$ cat src/rtl/tvip_axi_sample_pkg.sv
// Shared constants, types and helpers for the sample-environment latency FIFO.
package tvip_axi_sample_pkg;

    localparam int DEFAULT_DATA_WIDTH    = 32;
    localparam int DEFAULT_DEPTH         = 4;
    localparam int DEFAULT_LATENCY_WIDTH = 8;
    localparam int STATS_COUNTER_WIDTH   = 32;

    typedef logic [DEFAULT_LATENCY_WIDTH-1:0] tvip_axi_sample_latency;
    typedef logic [STATS_COUNTER_WIDTH-1:0]   stats_counter_t;

    function automatic stats_counter_t stats_sat_inc(input stats_counter_t value);
        return (&value) ? value : value + STATS_COUNTER_WIDTH'(1);
    endfunction

endpackage

$ cat src/rtl/tvip_axi_sample_latency_timer.sv
// Per-entry hold timer: loaded at push, counts down to zero and stays there.
module tvip_axi_sample_latency_timer
    import tvip_axi_sample_pkg::*;
#(
    parameter int LATENCY_WIDTH = DEFAULT_LATENCY_WIDTH
) (
    input  logic                     i_clk,
    input  logic                     i_rst,
    input  logic                     i_load,
    input  logic [LATENCY_WIDTH-1:0] i_latency,
    output logic                     o_expired
);

    // One extra bit: the load value is latency+1 so a beat is never visible in its push cycle.
    logic [LATENCY_WIDTH:0] timer_q, timer_d;

    always_comb begin
        // NOTE: default first so every path assigns timer_d and no latch is inferred.
        timer_d = timer_q;
        if (i_load) begin
            timer_d = (LATENCY_WIDTH+1)'(i_latency) + (LATENCY_WIDTH+1)'(1);
        end else if (timer_q != '0) begin
            timer_d = timer_q - (LATENCY_WIDTH+1)'(1);
        end
    end

    // NOTE: sequential state uses non-blocking assignments only.
    always_ff @(posedge i_clk or posedge i_rst) begin
        if (i_rst) begin
            timer_q <= '0;
        end else begin
            timer_q <= timer_d;
        end
    end

    assign o_expired = (timer_q == '0);

endmodule

$ cat src/rtl/tvip_axi_sample_latency_fifo.sv
// Elastic valid/ready buffer that holds each beat a programmable number of cycles, in order.
// Optional statistics outputs are enabled by defining TVIP_AXI_SAMPLE_LATENCY_STATS_EN.
module tvip_axi_sample_latency_fifo
    import tvip_axi_sample_pkg::*;
#(
    parameter int DATA_WIDTH    = DEFAULT_DATA_WIDTH,
    parameter int DEPTH         = DEFAULT_DEPTH,
    parameter int LATENCY_WIDTH = DEFAULT_LATENCY_WIDTH
) (
    input  logic                         i_clk,
    input  logic                         i_rst,
    input  logic                         i_enable,
    input  logic [LATENCY_WIDTH-1:0]     i_latency,
    input  logic                         i_valid,
    output logic                         o_ready,
    input  logic [DATA_WIDTH-1:0]        i_d,
    output logic                         o_valid,
    input  logic                         i_ready,
    output logic [DATA_WIDTH-1:0]        o_d,
    output logic [$clog2(DEPTH+1)-1:0]   o_count
`ifdef TVIP_AXI_SAMPLE_LATENCY_STATS_EN
    ,
    output logic [$clog2(DEPTH+1)-1:0]   o_max_count,
    output logic [STATS_COUNTER_WIDTH-1:0] o_hold_cycles
`endif
);

    localparam int CW = $clog2(DEPTH+1);
    localparam int PW = (DEPTH > 1) ? $clog2(DEPTH) : 1;
    localparam logic [CW-1:0] FULL_COUNT = CW'(DEPTH);
    localparam logic [PW-1:0] LAST_PTR   = PW'(DEPTH-1);

    logic [DATA_WIDTH-1:0] mem_q [DEPTH];
    logic [PW-1:0]         wr_ptr_q, wr_ptr_d;
    logic [PW-1:0]         rd_ptr_q, rd_ptr_d;
    logic [CW-1:0]         count_q, count_d;
    logic [DEPTH-1:0]      expired;
    logic [DEPTH-1:0]      load;
    logic                  fifo_ready, fifo_valid, push, pop;

    function automatic logic [PW-1:0] ptr_inc(input logic [PW-1:0] ptr);
        return (ptr == LAST_PTR) ? '0 : ptr + PW'(1);
    endfunction

    for (genvar i = 0; i < DEPTH; i++) begin : g_timer
        assign load[i] = push && (wr_ptr_q == PW'(i));

        tvip_axi_sample_latency_timer #(
            .LATENCY_WIDTH (LATENCY_WIDTH)
        ) u_timer (
            .i_clk     (i_clk),
            .i_rst     (i_rst),
            .i_load    (load[i]),
            .i_latency (i_latency),
            .o_expired (expired[i])
        );
    end

    // Full blocks push even when the head leaves this cycle: no ready path from i_ready.
    always_comb begin
        fifo_ready = (count_q != FULL_COUNT);
        fifo_valid = (count_q != '0) && expired[rd_ptr_q];
        push       = i_enable && i_valid && fifo_ready;
        pop        = i_enable && fifo_valid && i_ready;

        o_ready = i_enable ? fifo_ready       : i_ready;
        o_valid = i_enable ? fifo_valid       : i_valid;
        o_d     = i_enable ? mem_q[rd_ptr_q]  : i_d;
        o_count = count_q;
    end

    always_comb begin
        wr_ptr_d = push ? ptr_inc(wr_ptr_q) : wr_ptr_q;
        rd_ptr_d = pop  ? ptr_inc(rd_ptr_q) : rd_ptr_q;
        unique case ({push, pop})
            2'b10:   count_d = count_q + CW'(1);
            2'b01:   count_d = count_q - CW'(1);
            default: count_d = count_q;
        endcase
    end

    always_ff @(posedge i_clk or posedge i_rst) begin
        if (i_rst) begin
            wr_ptr_q <= '0;
            rd_ptr_q <= '0;
            count_q  <= '0;
        end else begin
            wr_ptr_q <= wr_ptr_d;
            rd_ptr_q <= rd_ptr_d;
            count_q  <= count_d;
        end
    end

    // NOTE: storage is reset so o_d is defined (zero) after reset; drop the reset only if that is relaxed.
    always_ff @(posedge i_clk or posedge i_rst) begin
        if (i_rst) begin
            for (int i = 0; i < DEPTH; i++) begin
                mem_q[i] <= '0;
            end
        end else if (push) begin
            mem_q[wr_ptr_q] <= i_d;
        end
    end

`ifdef TVIP_AXI_SAMPLE_LATENCY_STATS_EN
    logic [CW-1:0]  max_count_q;
    stats_counter_t hold_cycles_q;

    always_ff @(posedge i_clk or posedge i_rst) begin
        if (i_rst) begin
            max_count_q   <= '0;
            hold_cycles_q <= '0;
        end else begin
            if (count_d > max_count_q) begin
                max_count_q <= count_d;
            end
            if ((count_q != '0) && !fifo_valid) begin
                hold_cycles_q <= stats_sat_inc(hold_cycles_q);
            end
        end
    end

    assign o_max_count   = max_count_q;
    assign o_hold_cycles = hold_cycles_q;
`endif

    // Switching mode with beats in flight would strand or duplicate them.
    enable_change_only_when_empty: assert property (
        @(posedge i_clk) disable iff (i_rst) !$stable(i_enable) |-> (count_q == '0)
    );

endmodule
$ cat config.mk
export PLATFORM = sky130hd
export DESIGN_NAME = tvip_axi_sample_latency_fifo
export DESIGN_NICKNAME = d
export VERILOG_FILES = /design/src/rtl/tvip_axi_sample_pkg.sv /design/src/rtl/tvip_axi_sample_latency_timer.sv /design/src/rtl/tvip_axi_sample_latency_fifo.sv
export SDC_FILE = /design/constraint.sdc
export NUM_CORES = 1
export LEC_CHECK = 0
export CAP_MARGIN = 20
export CORE_MARGIN = 2
export CORE_UTILIZATION = 47
export DETAILED_ROUTE_END_ITERATION = 10
export GPL_TIMING_DRIVEN = 0
export PLACE_DENSITY = 0.67
export SLEW_MARGIN = 20
export SYNTH_ARGS = -nofsm -noshare
export SYNTH_HDL_FRONTEND = slang
export SYNTH_SLANG_ARGS = --single-unit
$ cat constraint.sdc
create_clock -name i_clk -period 18.65 [get_ports i_clk]
set_input_delay 4.6625 -clock i_clk [delete_from_list [all_inputs] [get_ports i_clk]]
set_output_delay 4.6625 -clock i_clk [all_outputs]
set_load 0.1 [all_outputs]
==> results of run 1 <==
## layer usage
| metal | up-vias | global-route usage, % | share of wire, % |
|---|---|---|---|
| li1 | 2495 | - | - |
| met2 | 91 | 34.07 | 50 |
| met1 | 2811 | 27.11 | 46 |
| met5 | - | 0 | 0 |
| met4 | 0 | 4.105 | 0.58 |
| met3 | 8 | 4.450 | 3.7 |
## kinds of logic after synthesis
logic type                 count (synthesis)
adders and majority gates                 16
muxes                                    209
and+or+nand+nor                          106
xor gates and xnor gates                  29
buffers and inverters                     48
DFF                                      171
AOI/OAI and AO/OA                         47
## synthesized netlist by cell type (all sizes together) (2+ instances only)
master	instances	area share [%]
nand3	12	0.68
nor4b	4	0.71
or4	3	0.34
nor3	9	0.57
mux2	165	22
dfrtp	171	49
a21oi	18	1.0
mux4	32	8.2
o21ai	17	0.97
nor2	23	0.98
ha	15	2.1
o22ai	4	0.28
xnor2	14	1.4
xor2	15	1.5
mux2i	12	1.4
nor3b	2	0.17
nor4	7	0.91
o31ai	2	0.17
a211oi	2	0.17
inv	17	0.73
nand2b	3	0.21
or3	5	0.36
buf	26	2.9
clkbuf	5	0.21
and3	3	0.21
a31oi	3	0.28
nand2	31	1.9
## critical path, cell delays in order
cell and delay [ps]:
buf_2 210, clkbuf_1 600, mux2_2 310, clkdlybuf4s50_1 1130
## sequential cells by signal, indices dropped and copies added (netlist names)
signal / flops
wr_ptr_q: 2
rd_ptr_q: 2
o_count: 3
g_timer.u_timer.timer_q: 36
mem_q: 128
## final cells by class
| cell class | instances | area share, % |
|---|---|---|
| clock inverter | 12 | 0.8608 |
| multi-input combinational | 407 | 39.85 |
| sequential | 171 | 40.89 |
| inverter | 17 | 0.6815 |
| timing repair buffer | 81 | 7.915 |
| buffer | 31 | 2.642 |
| tap | 234 | 2.798 |
| clock buffer | 20 | 4.364 |
## power breakdown
| part | switching [mW] | leakage (nW) | internal, mW |
|---|---|---|---|
| sequential | 0.126 | 2.05 | 0.560 |
| clock | 0.149 | 0.263 | 0.178 |
| combinational | 0.582 | 2.21 | 0.449 |
## stage by stage
stage,instances,power (mW)
floorplan,626,1.498
global placement,940,1.685
detailed placement,941,1.728
CTS,973,2.064
global route,973,2.158
finish,973,2.045
## worst paths after layout
path / startpoint / end / slack (ps)
max in group asynchronous: i_rst / g_timer[1].u_timer.timer_q[7] / 13090
setup / recovery: i_enable / o_d[21] / 7070
hold / removal: mem_q[69] / mem_q[69] / 500
min in group asynchronous: i_rst / mem_q[14] / 4670
hold reg to reg: mem_q[69] / mem_q[69] / 500
setup reg to reg: g_timer[2].u_timer.timer_q[0] / o_count[2] / 15620
==> results by group, run 1 <==
Status
  – Outcome: finished, final reports clean

Clock tree
  – CTS Hold Bufs: 0
  – Root buf cell: clkbuf_16
  – Setup Buffers After CTS: 0
  – Total CTS buffers: 17
  – H-tree Lvls: 4
  – Clock slew at reported path FFs: approximately 60 ps
  – CTS tree: yes
  – Cts repair resizes: 0
  – Clock insertion delay at the later pin of the skew report: 420 ps
  – Clk buf depth: 2
  – Clock sink count: 171

Yosys
  – Post-Syn Area: just under 9000 um2
  – Simple-gate share of the synthesized area: roughly 7.5%
  – Post-synth top flop: dfrtp_1
  – Post-synthesis sequential area ratio: 48.68%
  – Compound-Gate Fraction of Synth Area: 2.989%
  – #FFs+latches synth: ~170
  – Ys async rst share: 100.0%
  – EDFF count, synth: 0
  – Post-synthesis mux area share: 31.73%
  – Unique masters post-synth: 50
  – Avg Inst Size Synth: approximately 14 um2
  – Synthesized Nets: 687
  – Combinational family with the most area after synthesis: multiplexers
  – Ys Warns: 0
  – Syn Inst Count: ~630
  – Adder-cell area share of the yosys netlist: 2.363%
  – XOR/XNOR Fraction of Synth Area: 2.890%

STA
  – # setup viols final: 0
  – Final Skew: ~7.0 ps
  – Actual slew at the worst max-slew pin: 998.1 ps
  – Setup tns final: 0 ps
  – Period utilization: 62.09%
  – Relative slew slack: about a third
  – Peak Freq: 86.36 MHz
  – Final hold violation count: 0
  – Tmin final: 11580 ps
  – Worst Hold Margin: 497.0 ps
  – Worst setup margin: 7070 ps
  – Slew Viols, Final: 0
  – RSZ-0062 raised after global routing: false

GRT
  – Grt ovf: 0
  – Gr usage total: about a fifth
  – Vias in the first global route: 6001
  – Largest net degree at the start of global routing: ~110
  – First-pass GRT wire length: 31230 um
  – Initial antenna violation count: 0

Floorplanning
  – Chip Height: 140.8 um
  – Chip Width: 140.8 um
  – Core area: between 15000 and 20000 um2
  – Die area: roughly 20000 um2
  – Starting density of the core: 47.47%
  – I/O pins: 82
  – FP Rows: 50

Cells and area
  – Most frequent cells in the layout: dfrtp_1, mux2_2, clkdlybuf4s50_1
  – Layout cell share with drive strength beyond 1: 36.40%
  – Final std cell area, no fill: about 10000 um2
  – # fillers: 1496
  – Ant. Diodes: 0
  – Reg area: 4279 um2
  – Area grow syn2layout: 19.06%
  – Final net count: about 800
  – Most common cell after layout, fill and taps aside: dfrtp_1
  – Core Util, Final: a little under three fifths
  – Combined area of the multi-input logic cells: between 4000 and 5000 um2

Pwr
  – PwrDens: 195.4 nW/um2
  – Static Leakage: roughly 4.5 nW
  – VDD IR max: 128.7 uV

Detailed routing
  – Final wirelength: 18780 um
  – Drt wl/cell: 19.30 um
  – Vias per cell: 5.555
  – 1st-pass router iterations: 4
  – First DRT Iteration DRCs: between 200 and 250
  – Via count: 5405
  – Antenna viol nets, final: 0
  – Post-route DRC: 0

Place
  – Gpl congestion: 0.8621
  – # port buffers: 80
  – Place WS: approximately 7100 ps
  – DP Area: about 10000 um2
  – DP HPWL: 12770 um

Worst setup path
  – Worst setup EP type: primary output
  – R2R cell count: 12
  – WS Path Type: in -> out
  – Worst Path Required: ~14000 ps
  – Crit path max fanout: 10
  – CP arrival: 6920 ps
  – Critical path startpoint category: input port

Hold path
  – Hold/Removal Path Class: reg -> reg
  – Worst Hold Path Cells: 1

Flow run
  – Max-cap violations: 0
Note: power is estimated with default switching activity, not from simulation.
==> run 2: changes to the inputs <==
PLACE_DENSITY = 0.7   (was 0.67)
clock period = 10.5 ns   (was 18.65 ns; I/O delays follow)
==> results by group, run 2 (same netlist as run 1, synthesis figures left out) <==
Place
  – # port buffers: 80 (unchanged)
  – DP HPWL: 12760 um (about the same)
  – Gpl congestion: 0.8360 (-3.0%)

Detailed routing
  – Vias per cell: 5.551 (about the same)
  – First DRT Iteration DRCs: 264 (+29%)
  – Top layer in use: met4
  – Post-route DRC: 0 (unchanged)
  – Drt wl/cell: 19.48 um (+0.95%)
  – Antenna viol nets, final: 0 (unchanged)
  – Via count: 5401 (-0.074%)
  – WL met3: 758 um (+10%)
  – Met1 wire length: 8524 um (-0.26%)
  – DR WL met2: 9485 um (+0.53%)
  – 1st-pass router iterations: 4 (unchanged)
  – Final wirelength: 18960 um (+0.95%)

Cells and area
  – Core Util, Final: 56.62% (+0.11 points)
  – # fillers: 1482 (-0.94%)
  – Area grow syn2layout: 19.29%
  – Most frequent cells in the layout: dfrtp_1, mux2_2, clkdlybuf4s50_1
  – Final net count: 787 (unchanged)
  – Layout cell share with drive strength beyond 1: 36.40% (unchanged)
  – Combined area of the multi-input logic cells: 4170 um2 (unchanged)
  – Reg area: 4279 um2 (unchanged)
  – Ant. Diodes: 0 (unchanged)
  – Reg with most FFs: mem_q
  – Max reg flops: 128 (unchanged)
  – Most common cell after layout, fill and taps aside: dfrtp_1

GRT
  – Grt ovf: 0 (unchanged)
  – First-pass GRT wire length: 31170 um (-0.18%)
  – Vias in the first global route: 5920 (-1.3%)
  – Initial antenna violation count: 0 (unchanged)
  – Largest net degree at the start of global routing: 94 (-12%)
  – Gr usage total: 20.28% (+0.10 points)

Clock tree
  – CTS Hold Bufs: 0 (unchanged)
  – Clock sink count: 171 (unchanged)
  – Clock slew at reported path FFs: 60 ps (about the same)
  – Setup Buffers After CTS: 0 (unchanged)
  – Clk buf depth: 2 (unchanged)
  – CTS tree: yes
  – H-tree Lvls: 4 (unchanged)
  – Clock insertion delay at the later pin of the skew report: 430 ps (about the same)
  – Cts repair resizes: 0 (unchanged)
  – Root buf cell: clkbuf_16
  – Total CTS buffers: 17 (unchanged)

Worst setup path
  – CP arrival: 4840 ps (-2080 ps)
  – WS Path Type: in -> out
  – Crit-path slowest cell: clkdlybuf4s50_1
  – Crit path max fanout: 10 (unchanged)
  – CP startpoint: i_enable
  – Crit-path max cell delay: 1130 ps (about the same)
  – Worst setup EP type: primary output
  – Worst-path cell chain: buf_2 > clkbuf_1 > mux2_2 > clkdlybuf4s50_1
  – Worst Path Required: 7880 ps (-6110 ps)
  – Critical path startpoint category: input port
  – RR Startpoint: g_timer[3].u_timer.timer_q[0]

Floorplanning
  – Chip Height: 140.8 um (unchanged)
  – FP Rows: 50 (unchanged)
  – I/O pins: 82 (unchanged)
  – Core area: 18520 um2 (unchanged)
  – Chip Width: 140.8 um (unchanged)
  – Die area: 19810 um2 (unchanged)
  – Starting density of the core: 47.47% (unchanged)

STA
  – Relative slew slack: 31.06% (-2.2 points)
  – Tmin final: 7468 ps
  – Slew Viols, Final: 0 (unchanged)
  – Setup tns final: 0 ps (unchanged)
  – # setup viols final: 0 (unchanged)
  – Final Skew: 10.55 ps (+3.596 ps)
  – Period utilization: between 70 and 80%
  – Final hold violation count: 0 (unchanged)
  – RSZ-0062 raised after global routing: false
  – Actual slew at the worst max-slew pin: 1031 ps (+32.76 ps)
  – Peak Freq: 133.9 MHz

Pwr
  – PwrDens: 349.6 nW/um2 (+79%)
  – Static Leakage: 4.528 nW (about the same)
  – VDD IR max: 308.0 uV (+140%)

Flow run
  – Max-cap violations: 0 (unchanged)

Hold path
  – Hold/Removal Path Class: reg -> reg
  – Worst Hold Launch: mem_q[7]

Status
  – Outcome: finished, final reports clean
## run 2: routing by layer
metal	vias up	global-route usage, %
li1	2483	-
met1	2793	26.78
met2	107	33.94
met3	18	4.314
met4	0	6.158
met5	-	0
## run 2: final cells by class
cell class / instances / share of cell area [%]
plain buffers: 31 / 2.637
clock buffers: 18 / 4.093
clock inverters: 14 / 1.313
inverters: 17 / 0.6802
multi-input cells: 407 / 39.77
flip-flops and latches: 171 / 40.81
well taps: 234 / 2.792
repair buffers: 81 / 7.900
## run 2: worst max-delay path: cells and delay by family
family | cells | cell delay (ps)
buffers and inverters | 3 | 1890
multiplexers | 1 | 310
## run 2: power by group
| group | switching (mW) | leakage [nW] | internal [mW] |
|---|---|---|---|
| clock network | 0.279 | 0.266 | 0.332 |
| registers | 0.222 | 2.05 | 0.994 |
| logic | 1.04 | 2.21 | 0.799 |
## run 2: per-stage QoR
step | total power, mW | setup slack, ps | hold slack, ps | area (um2) | std cells
floorplan | 2.660 | 2718 | 459.4 | 8790 | 626
global placement | 2.986 | 1294 | 471.3 | 9883 | 940
detailed placement | 3.066 | 2986 | 487.0 | 9918 | 941
CTS | 3.696 | 2977 | 503.3 | 10490 | 973
global route | 3.871 | 2883 | 509.0 | 10490 | 973
finish | 3.666 | 3032 | 503.3 | 10490 | 973
## run 2: path summary, 6_finish.rpt
check	to	cells past startpoint	slack (ps)
min in group asynchronous	o_count[2]	2	2650
worst max register to register	o_count[2]	12	7560
worst min register to register	mem_q[7]	1	500
worst min-delay path	mem_q[7]	1	500
worst max-delay path	o_d[30]	4	3030
max in group asynchronous	mem_q[103]	3	6990
